--- config.mk ---
export PLATFORM = sky130hd
export DESIGN_NAME = seq_mult16
export DESIGN_NICKNAME = d
export VERILOG_FILES = /design/src/rtl/seq_mult16.sv
export SDC_FILE = /design/constraint.sdc
export NUM_CORES = 1
export LEC_CHECK = 0
export ABC_CLOCK_PERIOD_IN_PS = 3950
export BUFFER_PORTS_ARGS = -buffer_cell sky130_fd_sc_hd__buf_2
export CORE_UTILIZATION = 53
export DETAILED_ROUTE_END_ITERATION = 10
export MAX_ROUTING_LAYER = met4
export PLACE_DENSITY_LB_ADDON = 0.2
export SYNTH_ARGS = -nofsm -noshare
export SYNTH_HDL_FRONTEND = slang
export SYNTH_SLANG_ARGS = --single-unit
--- constraint.sdc ---
create_clock -name clk_i -period 3.95 [get_ports clk_i]
set_clock_uncertainty 0.05 [all_clocks]
set_input_delay 0.79 -clock clk_i [delete_from_list [all_inputs] [get_ports clk_i]]
set_output_delay 0.79 -clock clk_i [all_outputs]
set_load 0.01 [all_outputs]
--- src/rtl/seq_mult16.sv ---
// seq_mult16: unsigned WIDTH x WIDTH shift-and-add multiplier, one partial product per clock.
// Latency: 16 clocks from the accepted start edge to done; next start accepted 18 clocks after the previous one.
// Backpressure: start is only honoured in IDLE; requests while busy are dropped, not queued.
module seq_mult16 #(
    parameter int WIDTH = 16
) (
    input  logic                 clk_i,
    input  logic                 res_i,
    input  logic                 start_i,
    input  logic [WIDTH-1:0]     a_i,
    input  logic [WIDTH-1:0]     b_i,
    output logic                 busy_o,
    output logic                 done_o,
    output logic [2*WIDTH-1:0]   product_o
);

    localparam int CW = $clog2(WIDTH) + 1;
    localparam logic [CW-1:0] LAST_ITER = CW'(WIDTH - 1);

    typedef enum logic [1:0] {
        S_IDLE = 2'd0,
        S_RUN  = 2'd1,
        S_DONE = 2'd2
    } state_t;

    state_t               state_q, state_d;
    logic [2*WIDTH-1:0]   acc_q, acc_d;
    logic [2*WIDTH-1:0]   mcand_q, mcand_d;
    logic [WIDTH-1:0]     mplier_q, mplier_d;
    logic [CW-1:0]        count_q, count_d;
    logic [2*WIDTH-1:0]   product_q, product_d;
    // Held low on the first edge after reset release so a start coincident
    // with the release edge can never launch an operation.
    logic                 armed_q;
    logic [2*WIDTH-1:0]   sum;

    // State register and datapath registers; reset clears everything at once.
    always_ff @(posedge clk_i or posedge res_i) begin
        if (res_i) begin
            state_q   <= S_IDLE;
            acc_q     <= '0;
            mcand_q   <= '0;
            mplier_q  <= '0;
            count_q   <= '0;
            product_q <= '0;
            armed_q   <= 1'b0;
        end else begin
            state_q   <= state_d;
            acc_q     <= acc_d;
            mcand_q   <= mcand_d;
            mplier_q  <= mplier_d;
            count_q   <= count_d;
            product_q <= product_d;
            armed_q   <= 1'b1;
        end
    end

    // Next-state and datapath: load operands on accept, one add/shift per RUN cycle.
    always_comb begin
        state_d   = state_q;
        acc_d     = acc_q;
        mcand_d   = mcand_q;
        mplier_d  = mplier_q;
        count_d   = count_q;
        product_d = product_q;
        sum       = acc_q + (mplier_q[0] ? mcand_q : '0);

        case (state_q)
            S_IDLE: begin
                if (start_i && armed_q) begin
                    state_d  = S_RUN;
                    mcand_d  = {{WIDTH{1'b0}}, a_i};
                    mplier_d = b_i;
                    acc_d    = '0;
                    count_d  = '0;
                end
            end
            S_RUN: begin
                acc_d    = sum;
                mcand_d  = mcand_q << 1;
                mplier_d = mplier_q >> 1;
                count_d  = count_q + CW'(1);
                // Final iteration publishes the result; product is otherwise held.
                if (count_q == LAST_ITER) begin
                    product_d = sum;
                    state_d   = S_DONE;
                end
            end
            S_DONE: begin
                state_d = S_IDLE;
            end
            default: begin
                state_d = S_IDLE;
            end
        endcase
    end

    assign busy_o    = (state_q != S_IDLE);
    assign done_o    = (state_q == S_DONE);
    assign product_o = product_q;

endmodule

==> flow_summary.ini, run 1 <==
[run_status]
outcome = complete, but fails checks
violations = DRC

[timing]
period_needed_ps = 3284
post-route-period-util_pct = 83.15
worstMarginPinSlew_ps = 1057
timing.fmax_mhz = 304.5
slew_headroom_pct = 29.54
finalHoldViolations = 0
setup_viol = 0
tns_ps = 0
drv_slew = 0
rsz0062_at_grt = false

[floorplan]
pin_count = 69
die_width_um = 112.3
core_sq_um = 11610
die_h_um = 112.3
design.die.area_sq_um = 12600
start_util_pct = 55.47
num_rows = 39

[power_and_ir_drop]
power_density_nw_per_um2 = 1049
leakagePower_nw = 3.371
vdd_drop_max_mv = 0.4825
p_total_mw = 7.856

[synthesis]
syn_area_sq_um = 6442
postSynthAreaPerCell_sq_um = 8.777
synth.most_common_cell = dfrtp_1
synth_cell_types = 53
synth_enable_flop_cells = 0
ys_warn_count = 0
ys_async_sr_fraction_pct = 100.0
synthCells = 734
netlist_top_cells_count = 120 x dfrtp_1, 111 x nand2_1, 104 x o21ai_0
synth_seq_cells = 120
yosysSeqAreaShare_pct = 46.61
synth_area_leaders = dfrtp_1 47%, o21ai_0 8.1%, nand2_1 6.5%
synth_top_area_cell = dfrtp_1
synth_nets = 803
yosys.area.top_type_share_pct = 46.61
synth_ff_type = dfrtp_1

[critical_path]
worstPathMaxFanout = 12
cp-start-kind = flop
cp.required_ps = 4150
endpoint_kind = flop
arrival_ps = 3490
crit_type = flop to flop
ff2ff_setup_slack_ps = 670

[placement]
dp.cells = 915
io_buffers = 68
globalplace.congestion = 0.8965
placed_area_sq_um = 6918
dp_hpwl_um = 10540

[route]
wirelength_um = 15180
first_pass_iters = 8
drt_iter0_drc = 308
antenna_left = 0
vias = 5374
wl_per_cell_um = 16.03
viasPerCell = 5.675
post-route-drc-count = 3

[clock_tree]
clockBufferDepth = 2
cts_sinks = 120
clk_pin_slew_worst_paths_ps = 60
cts_inserted_buffers = 17
insertion_delay_ps = 420
cts_tree = yes
cts_setup_buffers = 0
post_cts_resized = 0
cts_hold_buf = 0
root_buffer = clkbuf_16
htree_levels = 4

[grt]
use_met3_pct = 6.048
grtUsageMet1_pct = 35.10
grt_pass1_vias = 5270
grt_pass1_wl_um = 25930
antenna_found_initial = 0
grt_util_all_layers_pct = 27.21
overflow = 0
grt_max_degree = 121
busiest_layer = met2
grtUsageMet2_pct = 42.36

[finish]
postLayoutCellArea_sq_um = 7491
final_cells = 947
insertedDiodeCount = 0
drive_gt1_share_pct = 15.42
fin_nets = 860
syn_to_final_growth_pct = 16.27

[worst_hold_path]
worstHoldPathType = flop to flop

[flow_run]
drv_cap = 0
layout by cell type (no fill, tap or decap), drive strengths merged, types with 5 or more instances in the layout:
cell	netlist	layout
ha	33	33
nand3	30	30
dfrtp	120	120
xnor2	14	14
a21o	9	9
nor2b	5	5
a21oi	32	32
and3	6	6
o211ai	6	6
xor2	13	13
o21ai	106	106
a21boi	5	5
nand2	111	111
nand4	7	7
and2	35	35
o22ai	31	31
buf	3	78
clkinvlp	0	6
nor2	79	79
clkbuf	37	20
inv	8	11
sequential cells by signal (all words and copies together), names as in the netlist:
register   count
acc_q         32
product_o     32
mcand_q       32
mplier_q      16
count_q        5
armed_q        1
state_q        2
routing by layer:
layer	part of all wire, %	wire length, um
met5	0	0
met4	1.8	270
met3	4.0	607
met2	48	7230
met1	47	7074
worst max-delay path, stage by stage (launching register included):
cell and delay (ps):
dfrtp_1 470, and2_1 180, ha_1 210, fa_1 410
a21o_1 220, a221oi_2 360, o211ai_2 170, a211o_2 390
a21boi_2 200, o21ai_0 130, xnor2_1 210, o21ai_0 110
cell families after synthesis:
kind of cell / synth area share [%]
simple gates: 19.83
compound gates: 19.65
xor+xnor: 3.671
flops: 46.61
buf+inv: 2.797
other cells: 0.05821
fa+ha+maj: 6.720
mux: 0.6603
area by class of cell:
type                       instances  area, sq um
fill                             969         4123
clock inverter                    12        116.4
tap                              143        178.9
multi-input combinational        566         3274
clock buffer                      20        456.7
timing repair buffer              78        427.9
inverter                           8        33.78
sequential                       120         3003
report_power, final:
part	switching (mW)	internal, mW
Clock	0.590	0.904
Combinational	2.55	1.64
Sequential	0.366	1.80
final timing paths:
| path | depth (start not counted) | startpoint | end |
|---|---|---|---|
| worst max-delay path | 11 | mplier_q[0] | acc_q[30] |
| worst min-delay path | 2 | product_o[19] | product_o[19] |
| worst max register to register | 11 | mplier_q[0] | acc_q[30] |
| worst min register to register | 2 | product_o[19] | product_o[19] |
| max in group asynchronous | 3 | res_i | product_o[15] |
| min in group asynchronous | 3 | res_i | mcand_q[9] |
per-stage QoR:
| stage | hold slack (ps) | utilization [%] | setup slack, ps |
|---|---|---|---|
| final | 422.0 | 64.50 | 665.7 |
| after global routing | 439.9 | 64.50 | 498.7 |
| after CTS | 427.8 | 64.50 | 673.5 |
| after detailed placement | 415.2 | 59.57 | 729.6 |
| after global placement | 407.4 | 59.57 | 819.8 |
| after floorplan | 399.4 | - | 956.2 |
No activity file was read; power rests on OpenSTA's default activity.
==> run 2: changes to the inputs <==
Settings changed: ABC_AREA set to 1, ABC_CLOCK_PERIOD_IN_PS 3950 to 2650, CORE_UTILIZATION 53 to 54.
Clock period 3.95 ns to 2.65 ns, I/O delays scaled along.
==> flow_summary.ini, run 2 <==
[run_status]
outcome = finished, final reports clean

[critical_path]
cp-start-kind = flop
cp_cell_sequence = buf_4 > nand2_1 > inv_1 > ha_1 > nand2_1 > nor2_1 > nand2_1 > inv_1 > nand3_1 > nand3_1 > nand2_1 > nand3_1 > nand2_1
cp.buffers_inverters = 3
crit_slowest_cell = dfrtp_2
cp.required_ps = 2910
slowest_delay_ps = 490
arrival_ps = 2680
cp_top_family = simple AND/OR/NAND/NOR gates
rr_endpoint = product_o[24]
worst-r2r-cell-count = 13
crit_type = flop to flop
crit_path_end = product_o[24]
worstPathMaxFanout = 20
reg2reg_from = mplier_q[0]
ff2ff_setup_slack_ps = 230
cp-startpoint = mplier_q[0]
endpoint_kind = flop
cp_common_cell = nand2_1
cp_num_cells = 13

[clock_tree]
insertion_delay_ps = 430
clockBufferDepth = 2
htree_levels = 4
cts_tree = yes
root_buffer = clkbuf_16
clk_pin_slew_worst_paths_ps = 60
cts_inserted_buffers = 17
cts_sinks = 120
cts_hold_buf = 0

[power_and_ir_drop]
leakagePower_nw = 4.741
vdd_drop_max_mv = 1.057
power_density_nw_per_um2 = 1517

[floorplan]
die_h_um = 117.2
design.die.area_sq_um = 13740
start_util_pct = 56.12
num_rows = 41
pin_count = 69
core_sq_um = 12770
die_width_um = 117.2

[synthesis]
yosysSeqAreaShare_pct = 41.89
synth_ff_type = dfrtp_1
synth_seq_cells = 120
synth_top_area_cell = dfrtp_1
syn_area_sq_um = 7168
netlist_top_cells_count = 368 x nand2_1, 169 x inv_1, 120 x dfrtp_1
synthCells = 1020
ys_warn_count = 0
synth_nets = 1089
ys_async_sr_fraction_pct = 100.0
yosys.area.top_type_share_pct = 41.89
postSynthAreaPerCell_sq_um = 7.028
synth_cell_types = 31
synth_enable_flop_cells = 0
synth.most_common_cell = nand2_1
synth_area_leaders = dfrtp_1 42%, nand2_1 19%, inv_1 8.8%

[grt]
grt_pass1_vias = 6027
antenna_found_initial = 0
overflow = 0
grt_util_all_layers_pct = 29.81
grt_pass1_wl_um = 29720
grt_max_degree = 62

[timing]
period_needed_ps = 2417
layout_setup_ws_ps = 232.5
tns_ps = 0
timing.fmax_mhz = 413.7
setup_viol = 0
rsz0062_at_grt = false
post-route-period-util_pct = 91.23
drv_slew = 0
slew_headroom_pct = 38.29
worstMarginPinSlew_ps = 924.6
finalHoldViolations = 0

[finish]
mostFrequentLayoutCells = 368 x nand2_1, 168 x inv_1, 119 x dfrtp_1
syn_to_final_growth_pct = 15.62
insertedDiodeCount = 0
final_common_cell = nand2_1
drive_gt1_share_pct = 11.65
fin_nets = 1155
multiInputGateArea_sq_um = 3387
postLayoutCellArea_sq_um = 8288
fillCellCount = 1168
seqCellArea_sq_um = 3004

[route]
drt_iter0_drc = 483
vias = 6484
post-route-drc-count = 0
first_pass_iters = 5
antenna_left = 0
wirelength_um = 17720
wl_per_cell_um = 13.94
viasPerCell = 5.101

[placement]
dp_hpwl_um = 12770
placed_area_sq_um = 7682
pre_cts_slack_ps = 187.9
globalplace.congestion = 0.8894
io_buffers = 68

[worst_hold_path]
worstHoldPathType = input port to asynchronous set/reset pin

[flow_run]
drv_cap = 0
run 2: cell types whose count changed in the layout (fill, tap and decap cells not counted), sizes merged, moves of 6 or more:
cell / change
a21o: -8
xor2: -8
o22ai: +12
nand3: +35
and3: -6
nand2: +262
o21ai: -84
inv: +167
nor2: +15
and2: -35
o211ai: -6
run 2: layout make-up:
type / instances / share of cell area (%)
Clock buffer: 18 / 5.299
Tap cell: 172 / 2.597
Sequential cell: 120 / 36.25
Multi-Input combinational cell: 698 / 40.87
Clock inverter: 14 / 1.932
Timing Repair Buffer: 77 / 5.223
Inverter: 172 / 7.835
run 2: worst register-to-register path, stage by stage, from the launching register on:
cell	delay [ps]
dfrtp_2	490
buf_4	230
nand2_1	100
inv_1	70
ha_1	370
nand2_1	120
nor2_1	260
nand2_1	90
inv_1	80
nand3_1	130
nand3_1	110
nand2_1	70
nand3_1	70
nand2_1	60
run 2: worst min-delay path by stage:
stage | startpoint | endpoint | slack, ps | cells after the start
after CTS | res_i | product_o[5] | 100 | 2
after global routing | res_i | acc_q[6] | 140 | 2
after global placement | count_q[3] | count_q[3] | 410 | 1
after floorplan | count_q[3] | count_q[3] | 390 | 1
final | res_i | product_o[5] | 90 | 2
after detailed placement | product_o[29] | product_o[29] | 410 | 2
run 2: per-stage QoR:
| stage | power, mW | hold WS, ps | util [%] | cells |
|---|---|---|---|---|
| floorplan | 8.374 | 390.3 | - | 1020 |
| global placement | 10.00 | 406.2 | 60.14 | 1239 |
| detailed placement | 10.13 | 410.3 | 60.14 | 1239 |
| CTS | 12.54 | 102.1 | 64.83 | 1271 |
| global route | 13.76 | 135.1 | 64.88 | 1271 |
| finish | 12.57 | 93.29 | 64.88 | 1271 |
run 2: power breakdown:
| part | total, mW | switching (mW) | leakage, nW | internal (mW) |
|---|---|---|---|---|
| combinational | 6.96 | 4.51 | 3.07 | 2.44 |
| clock | 2.37 | 0.937 | 0.293 | 1.43 |
| sequential | 3.25 | 0.541 | 1.38 | 2.70 |
run 2: what timing repair did:
| action | in CTS | in global routing |
|---|---|---|
| setup endpoints to repair | 0 | 22 |
| setup buffers | 0 | 0 |
| resized for setup | 0 | 2 |
run 2: cell families (layout without fill, tap and decap cells):
logic type	after synthesis	count (layout)	synth area share, %
simple gates	543	543	30.51
fa+ha+maj	34	34	6.040
compound gates	105	105	8.745
flops	120	120	41.89
other cells	1	1	0.05231
buf+inv	202	281	10.93
xor+xnor	15	15	1.833
run 2: routing by layer:
layer / vias to the layer above / part of all wire [%] / track usage [%]
li1: 3310 / - / -
met1: 2965 / 50 / 42.66
met2: 177 / 43 / 42.71
met3: 32 / 5.1 / 4.789
met5: - / 0 / -
met4: 0 / 1.9 / 10.46
